[src/rtl/instr_encoder_loader_pkg.sv]
// Shared encodings for the instruction encoder/loader and the matching field decoder.
package instr_encoder_loader_pkg;

   localparam logic [1:0] FMT_R   = 2'd0;
   localparam logic [1:0] FMT_I   = 2'd1;
   localparam logic [1:0] FMT_J   = 2'd2;
   localparam logic [1:0] FMT_ILL = 2'd3;

   typedef enum logic [1:0] {
      ST_IDLE = 2'd0,
      ST_LOAD = 2'd1,
      ST_DONE = 2'd2
   } state_t;

   localparam logic [31:0] NOP_WORD = 32'h0000_0000;

   // LSB positions of each instruction field
   localparam int unsigned OPCODE_LSB = 26;
   localparam int unsigned RS_LSB     = 21;
   localparam int unsigned RT_LSB     = 16;
   localparam int unsigned RD_LSB     = 11;
   localparam int unsigned SHAMT_LSB  = 6;
   localparam int unsigned FUNCT_LSB  = 0;
   localparam int unsigned IMM_LSB    = 0;
   localparam int unsigned TARGET_LSB = 0;

endpackage

[src/rtl/instr_encoder_loader_pack.sv]
// instr_pack: combinational packing of MIPS instruction fields into a 32-bit word.
module instr_pack
   import instr_encoder_loader_pkg::*;
(
   input  logic [1:0]  fmt,
   input  logic [5:0]  opcode,
   input  logic [4:0]  rs,
   input  logic [4:0]  rt,
   input  logic [4:0]  rd,
   input  logic [4:0]  shamt,
   input  logic [5:0]  funct,
   input  logic [15:0] imm,
   input  logic [25:0] target,
   output logic [31:0] word,
   output logic        illegal
);

   always_comb begin
      word    = NOP_WORD;
      illegal = 1'b0;
      case (fmt)
         FMT_R: word = (32'(opcode) << OPCODE_LSB) | (32'(rs) << RS_LSB) | (32'(rt) << RT_LSB)
                     | (32'(rd) << RD_LSB) | (32'(shamt) << SHAMT_LSB) | (32'(funct) << FUNCT_LSB);
         FMT_I: word = (32'(opcode) << OPCODE_LSB) | (32'(rs) << RS_LSB) | (32'(rt) << RT_LSB)
                     | (32'(imm) << IMM_LSB);
         FMT_J: word = (32'(opcode) << OPCODE_LSB) | (32'(target) << TARGET_LSB);
         default: begin
            word    = NOP_WORD;
            illegal = 1'b1;
         end
      endcase
   end

endmodule

[src/rtl/instr_encoder_loader.sv]
// Packs instruction field beats and streams them into instruction memory at sequential addresses.
// Optional running-XOR checksum output enabled by INSTR_ENC_CHECKSUM_EN.
module instr_encoder_loader
   import instr_encoder_loader_pkg::*;
#(
   parameter int unsigned ADDR_W    = 10,
   parameter int unsigned DEPTH     = 1024,
   parameter int unsigned BASE_ADDR = 0
) (
   input  logic              clk,
   input  logic              rst,
   input  logic              start,
   input  logic              in_valid,
   output logic              in_ready,
   input  logic              in_last,
   input  logic [1:0]        in_fmt,
   input  logic [5:0]        in_opcode,
   input  logic [4:0]        in_rs,
   input  logic [4:0]        in_rt,
   input  logic [4:0]        in_rd,
   input  logic [4:0]        in_shamt,
   input  logic [5:0]        in_funct,
   input  logic [15:0]       in_imm,
   input  logic [25:0]       in_target,
   output logic              mem_we,
   output logic [ADDR_W-1:0] mem_addr,
   output logic [31:0]       mem_wdata,
   output logic              busy,
   output logic              done,
   output logic              overflow,
   output logic              fmt_err,
   output logic [ADDR_W:0]   word_count
`ifdef INSTR_ENC_CHECKSUM_EN
   ,output logic [31:0]      checksum
`endif
);

   localparam logic [ADDR_W:0]   DEPTH_W = (ADDR_W+1)'(DEPTH);
   localparam logic [ADDR_W-1:0] BASE_W  = ADDR_W'(BASE_ADDR);

   state_t          state, state_nxt;
   logic [31:0]     packed_word;
   logic            pack_ill;
   logic            accept;
   logic            start_ok;
   logic            wr_last;
   logic            last_seen;
   logic [ADDR_W:0] acc_cnt;
   logic            wr_at_depth;
   logic            final_wr;

   instr_pack u_pack (
      .fmt     (in_fmt),
      .opcode  (in_opcode),
      .rs      (in_rs),
      .rt      (in_rt),
      .rd      (in_rd),
      .shamt   (in_shamt),
      .funct   (in_funct),
      .imm     (in_imm),
      .target  (in_target),
      .word    (packed_word),
      .illegal (pack_ill)
   );

   // acc_cnt/last_seen run one cycle ahead of word_count so back-to-back beats never overshoot DEPTH
   assign busy        = (state == ST_LOAD);
   assign in_ready    = busy && !last_seen && (acc_cnt < DEPTH_W);
   assign accept      = in_valid && in_ready;
   assign start_ok    = start && (state != ST_LOAD);
   assign wr_at_depth = ((word_count + (ADDR_W+1)'(1)) == DEPTH_W);
   assign final_wr    = mem_we && (wr_last || wr_at_depth);

   always_ff @(posedge clk or negedge rst) begin
      if (!rst) state <= ST_IDLE;
      else      state <= state_nxt;
   end

   always_comb begin
      state_nxt = state;
      case (state)
         ST_IDLE, ST_DONE: if (start) state_nxt = ST_LOAD;
         ST_LOAD:          if (final_wr) state_nxt = ST_DONE;
         default:          state_nxt = ST_IDLE;
      endcase
   end

   always_ff @(posedge clk or negedge rst) begin
      if (!rst) begin
         mem_we     <= 1'b0;
         mem_addr   <= '0;
         mem_wdata  <= '0;
         done       <= 1'b0;
         overflow   <= 1'b0;
         fmt_err    <= 1'b0;
         word_count <= '0;
         wr_last    <= 1'b0;
         last_seen  <= 1'b0;
         acc_cnt    <= '0;
      end else begin
         mem_we <= accept;
         done   <= 1'b0;
         if (start_ok) begin
            mem_addr   <= BASE_W;
            word_count <= '0;
            overflow   <= 1'b0;
            fmt_err    <= 1'b0;
            acc_cnt    <= '0;
            last_seen  <= 1'b0;
            wr_last    <= 1'b0;
         end
         if (accept) begin
            mem_wdata <= packed_word;
            wr_last   <= in_last;
            acc_cnt   <= acc_cnt + (ADDR_W+1)'(1);
            if (in_last)  last_seen <= 1'b1;
            if (pack_ill) fmt_err   <= 1'b1;
         end
         if (mem_we) begin
            word_count <= word_count + (ADDR_W+1)'(1);
            if (!wr_at_depth) mem_addr <= mem_addr + ADDR_W'(1);
            if (final_wr) begin
               done <= 1'b1;
               if (!wr_last) overflow <= 1'b1;
            end
         end
      end
   end

`ifdef INSTR_ENC_CHECKSUM_EN
   always_ff @(posedge clk or negedge rst) begin
      if (!rst)          checksum <= '0;
      else if (start_ok) checksum <= '0;
      else if (mem_we)   checksum <= checksum ^ mem_wdata;
   end
`endif

endmodule

[config.mk]
export PLATFORM = sky130hd
export DESIGN_NAME = instr_encoder_loader
export DESIGN_NICKNAME = d
export VERILOG_FILES = /design/src/rtl/instr_encoder_loader_pkg.sv /design/src/rtl/instr_encoder_loader_pack.sv /design/src/rtl/instr_encoder_loader.sv
export SDC_FILE = /design/constraint.sdc
export NUM_CORES = 1
export LEC_CHECK = 0
export CORE_MARGIN = 10
export CORE_UTILIZATION = 45
export DETAILED_ROUTE_END_ITERATION = 12
export GPL_ROUTABILITY_DRIVEN = 0
export PLACE_DENSITY = 0.78
export SYNTH_ARGS = -nofsm -noshare
export SYNTH_HDL_FRONTEND = slang
export SYNTH_SLANG_ARGS = --single-unit
[constraint.sdc]
create_clock -name clk -period 2.4 [get_ports clk]
set_clock_uncertainty 0.05 [all_clocks]
set_input_delay 0.6 -clock clk [delete_from_list [all_inputs] [get_ports clk]]
set_output_delay 0.6 -clock clk [all_outputs]
set_load 0.01 [all_outputs]
==> metrics.md <==
| Metric | Value |
|---|---|
| WP data arrival | `1.64 ns` |
| Clock transition at the registers of the reported paths | `0.08 ns` |
| Setup repair after global routing missed its margin | `false` |
| Outcome | `completed` |
| Area growth, synth to finish | `48.1%` |
| Sequential standard cell area | `1800 sq um` |
| Hold_buf cts | `0` |
| Worst Reg-to-Reg Cells | `5` |
| Buffers added on ports | `139` |
| Leading cell types by total area after synthesis | `sky130_fd_sc_hd__dfrtp_1, sky130_fd_sc_hd__nand2_1, sky130_fd_sc_hd__mux2i_1` |
| Overall die height | `111 um` |
| Combined area of the multi-input logic cells | `1800 sq um` |
| Fraction of power consumed by the clock network | `0.200` |
| Ordered cell list for the critical path | `nand2b_2 > inv_1 > clkdlybuf4s50_1` |
| TritonCTS clock tree | `yes` |
| Flip-flop cell with the highest count after synthesis | `sky130_fd_sc_hd__dfrtp_1` |
| Wire length per cell | `16.8 um` |
| Vias per cell | `5.29` |
| Actual slew at the worst max-slew pin | `1.11 ns` |
| Number of hold violations in the final report | `0` |
| Non-filler instance count after layout | `660` |
| Total routed wirelength | `11,100 um` |
| Max VDD drop | `0.000479 V` |
| Pre-Repair DR Iteration Count | `4` |
| Post-detailed-route DRC marker count | `0` |
| Fmax | `437 MHz` |
| Core region area | `8180 sq um` |
| Internal power of the cells | `3.72 mW` |
| Share of Yosys cell area claimed by the top area cell type | `0.480` |
| Number of diodes added for antenna fixing | `0` |
| Finished Cell Area | `5560 sq um` |
| Static Leakage | `2.44 nW` |
| Switching power | `2.12 mW` |
| Unique cell type count in the Yosys netlist | `44` |
| Die boundary width | `111 um` |
| Num rows | `33` |
| Iter 0 DRT Violations | `183` |
| CP max stage cell | `sky130_fd_sc_hd__clkdlybuf4s50_1` |
| Fraction of layout cells with a size suffix above 1 | `0.0829` |
| Cell count after synthesis | `411` |
| Clock latency of the later-clocked register in the worst-skew pair | `0.34 ns` |
| Pins Over Slew Limit | `0` |
| HPWL after DPL | `8550 um` |
| Cell taking the most area after synthesis | `sky130_fd_sc_hd__dfrtp_1` |
| Number of setup violations in the final report | `0` |
| Remaining global-route overflow | `0` |
| Number of synthesized flops with an enable pin | `0` |
| List of most frequent post-synthesis cells | `sky130_fd_sc_hd__dfrtp_1, sky130_fd_sc_hd__nand2_1, sky130_fd_sc_hd__nor2_1` |
| Yosys Warn Count | `0` |
| Placed cell count | `644` |
| Maximum number of pins on one net before global-route repair | `52` |
| Critical path capture point type | `primary output` |
| Synthesized flop and latch total | `72` |
| CP max FO | `5` |
| Sequential element share of the synthesized area | `0.480` |
| Crit Path Class | `flip-flop to primary output` |
| Post-synthesis net count | `495` |
| Required arrival time at the worst endpoint | `1.75 ns` |
| Max-cap violation count | `0` |
| Worst slew margin | `0.257` |
| Post-route total power | `5.85 mW` |
| Placement-stage cell area | `5310 sq um` |
| Clock root buffer | `sky130_fd_sc_hd__clkbuf_8` |
| Sequential share of power | `0.356` |
| Num ports | `140` |
| Sw Ratio | `0.363` |
| Kind of launch point of the worst setup path | `flip-flop` |
| Post-synthesis async set-or-reset flop share | `1.00` |
| Core Util, Final | `0.680` |
| Share of the clock period used by the worst path | `0.953` |
| Count of fill cells added during filler insertion | `646` |
| Tightest Hold Check Type | `input port to async pin` |
| Effective utilization at floorplan | `0.459` |
| Layout net count | `634` |
| Max clock buf depth | `2` |
| Via count | `3,489` |
| PD cells | `1050 nW/um^2` |
| Antenna violations before repair | `1` |
| DRT antenna net count | `0` |
| First-pass GRT wire length | `18,200 um` |
| Die area | `12,400 sq um` |
| Via count of the first global-routing pass | `3,604` |
| CTS Sinks | `72` |
| Overall fraction of global-route tracks in use | `0.174` |
| Post-Synthesis Cell Area | `3760 sq um` |
| Largest stage delay on the critical path | `0.55 ns` |
| Count of H-tree levels built during CTS | `3` |
| Combinational group share of total power | `0.445` |
| Number of clock buffers inserted by TritonCTS | `9` |
| Mean instance size in the synthesized netlist | `9.14 sq um` |
| Minimum clock period | `2.29 ns` |
==> per-stage QoR <==
| step | hold slack (ns) | setup WS (ns) | setup TNS, ns |
|---|---|---|---|
| after global routing | 0.191 | 0.0241 | 0 |
| after detailed placement | 0.410 | -0.115 | -0.386 |
| after floorplan | 0.254 | 0.329 | 0 |
| after CTS | 0.176 | 0.103 | 0 |
| final | 0.170 | 0.112 | 0 |
| after global placement | 0.401 | -0.0228 | -0.0826 |
==> kinds of logic after synthesis <==
kind of cell,after synthesis,share of synthesized area
xor gates and xnor gates,10,0.0233
buffers and inverters,40,0.0446
DFF,72,0.480
muxes,24,0.0640
adders and majority gates,3,0.00999
and+or+nand+nor,168,0.199
AOI/OAI and AO/OA,94,0.179
==> final timing paths <==
kind                                    start       endpoint  slack [ns]
min in group clk                   acc_cnt[5]     acc_cnt[5]        0.42
worst min-delay path                      rst    mem_addr[6]        0.17
worst min register to register     acc_cnt[5]     acc_cnt[5]        0.42
max in group asynchronous                 rst  mem_wdata[15]        1.60
worst max register to register  word_count[0]    mem_addr[1]        0.19
worst max-delay path                 state[1]           busy        0.11
==> per-layer routing <==
layer,global-route usage,share of wire
met3,0.0982,0.12
met1,0.184,0.39
met4,0.0488,0.0061
met5,0,0
met2,0.292,0.48
==> flip-flops by register name, indices dropped and copies added (netlist names) <==
register	count
mem_we	1
fmt_err	1
state	2
acc_cnt	11
word_count	11
mem_wdata	32
mem_addr	10
done	1
wr_last	1
overflow	1
last_seen	1
==> area by class of cell <==
cell class,instances,share of cell area
Inverter,14,0.00945
Sequential cell,72,0.324
Clock inverter,7,0.0216
Clock buffer,9,0.0223
Tap cell,105,0.0236
Multi-Input combinational cell,299,0.323
Timing Repair Buffer,154,0.276
==> cells in the final DEF, fill, tap and decap left out, types with 13 or more instances in the layout <==
master and count:
sky130_fd_sc_hd__mux2i_1 24, sky130_fd_sc_hd__nor2_1 47, sky130_fd_sc_hd__dfrtp_1 72, sky130_fd_sc_hd__inv_1 14, sky130_fd_sc_hd__nand3_1 16, sky130_fd_sc_hd__a21oi_1 17
sky130_fd_sc_hd__o21ai_0 38, sky130_fd_sc_hd__clkdlybuf4s50_1 137, sky130_fd_sc_hd__nand2_1 72, sky130_fd_sc_hd__buf_4 13
==> worst max-delay path: cells and delay by family (launching register included) <==
family	cells	cell delay (ns)
buffers and inverters	2	0.66
DFF	1	0.41
and+or+nand+nor	1	0.23
==> power groups by stage <==
stage               logic [mW]  registers (mW)  clock network [mW]
floorplan                 1.04            2.24                   0
global placement          2.57            2.07                   0
detailed placement        2.63            2.09                   0
CTS                       2.64            2.08                1.19
global route              2.87            2.16                1.25
finish                    2.60            2.08                1.17
==> repair_timing <==
| item | in CTS | in global routing |
|---|---|---|
| hold endpoints to repair | 0 | 0 |
| endpoints found under the setup margin | 1 | 1 |
| setup buffers | 0 | 0 |
| gates resized for setup | 2 | 1 |
| pin swaps | 0 | 0 |
| cloned | 0 | 0 |
(Power assumes the default switching activity.)
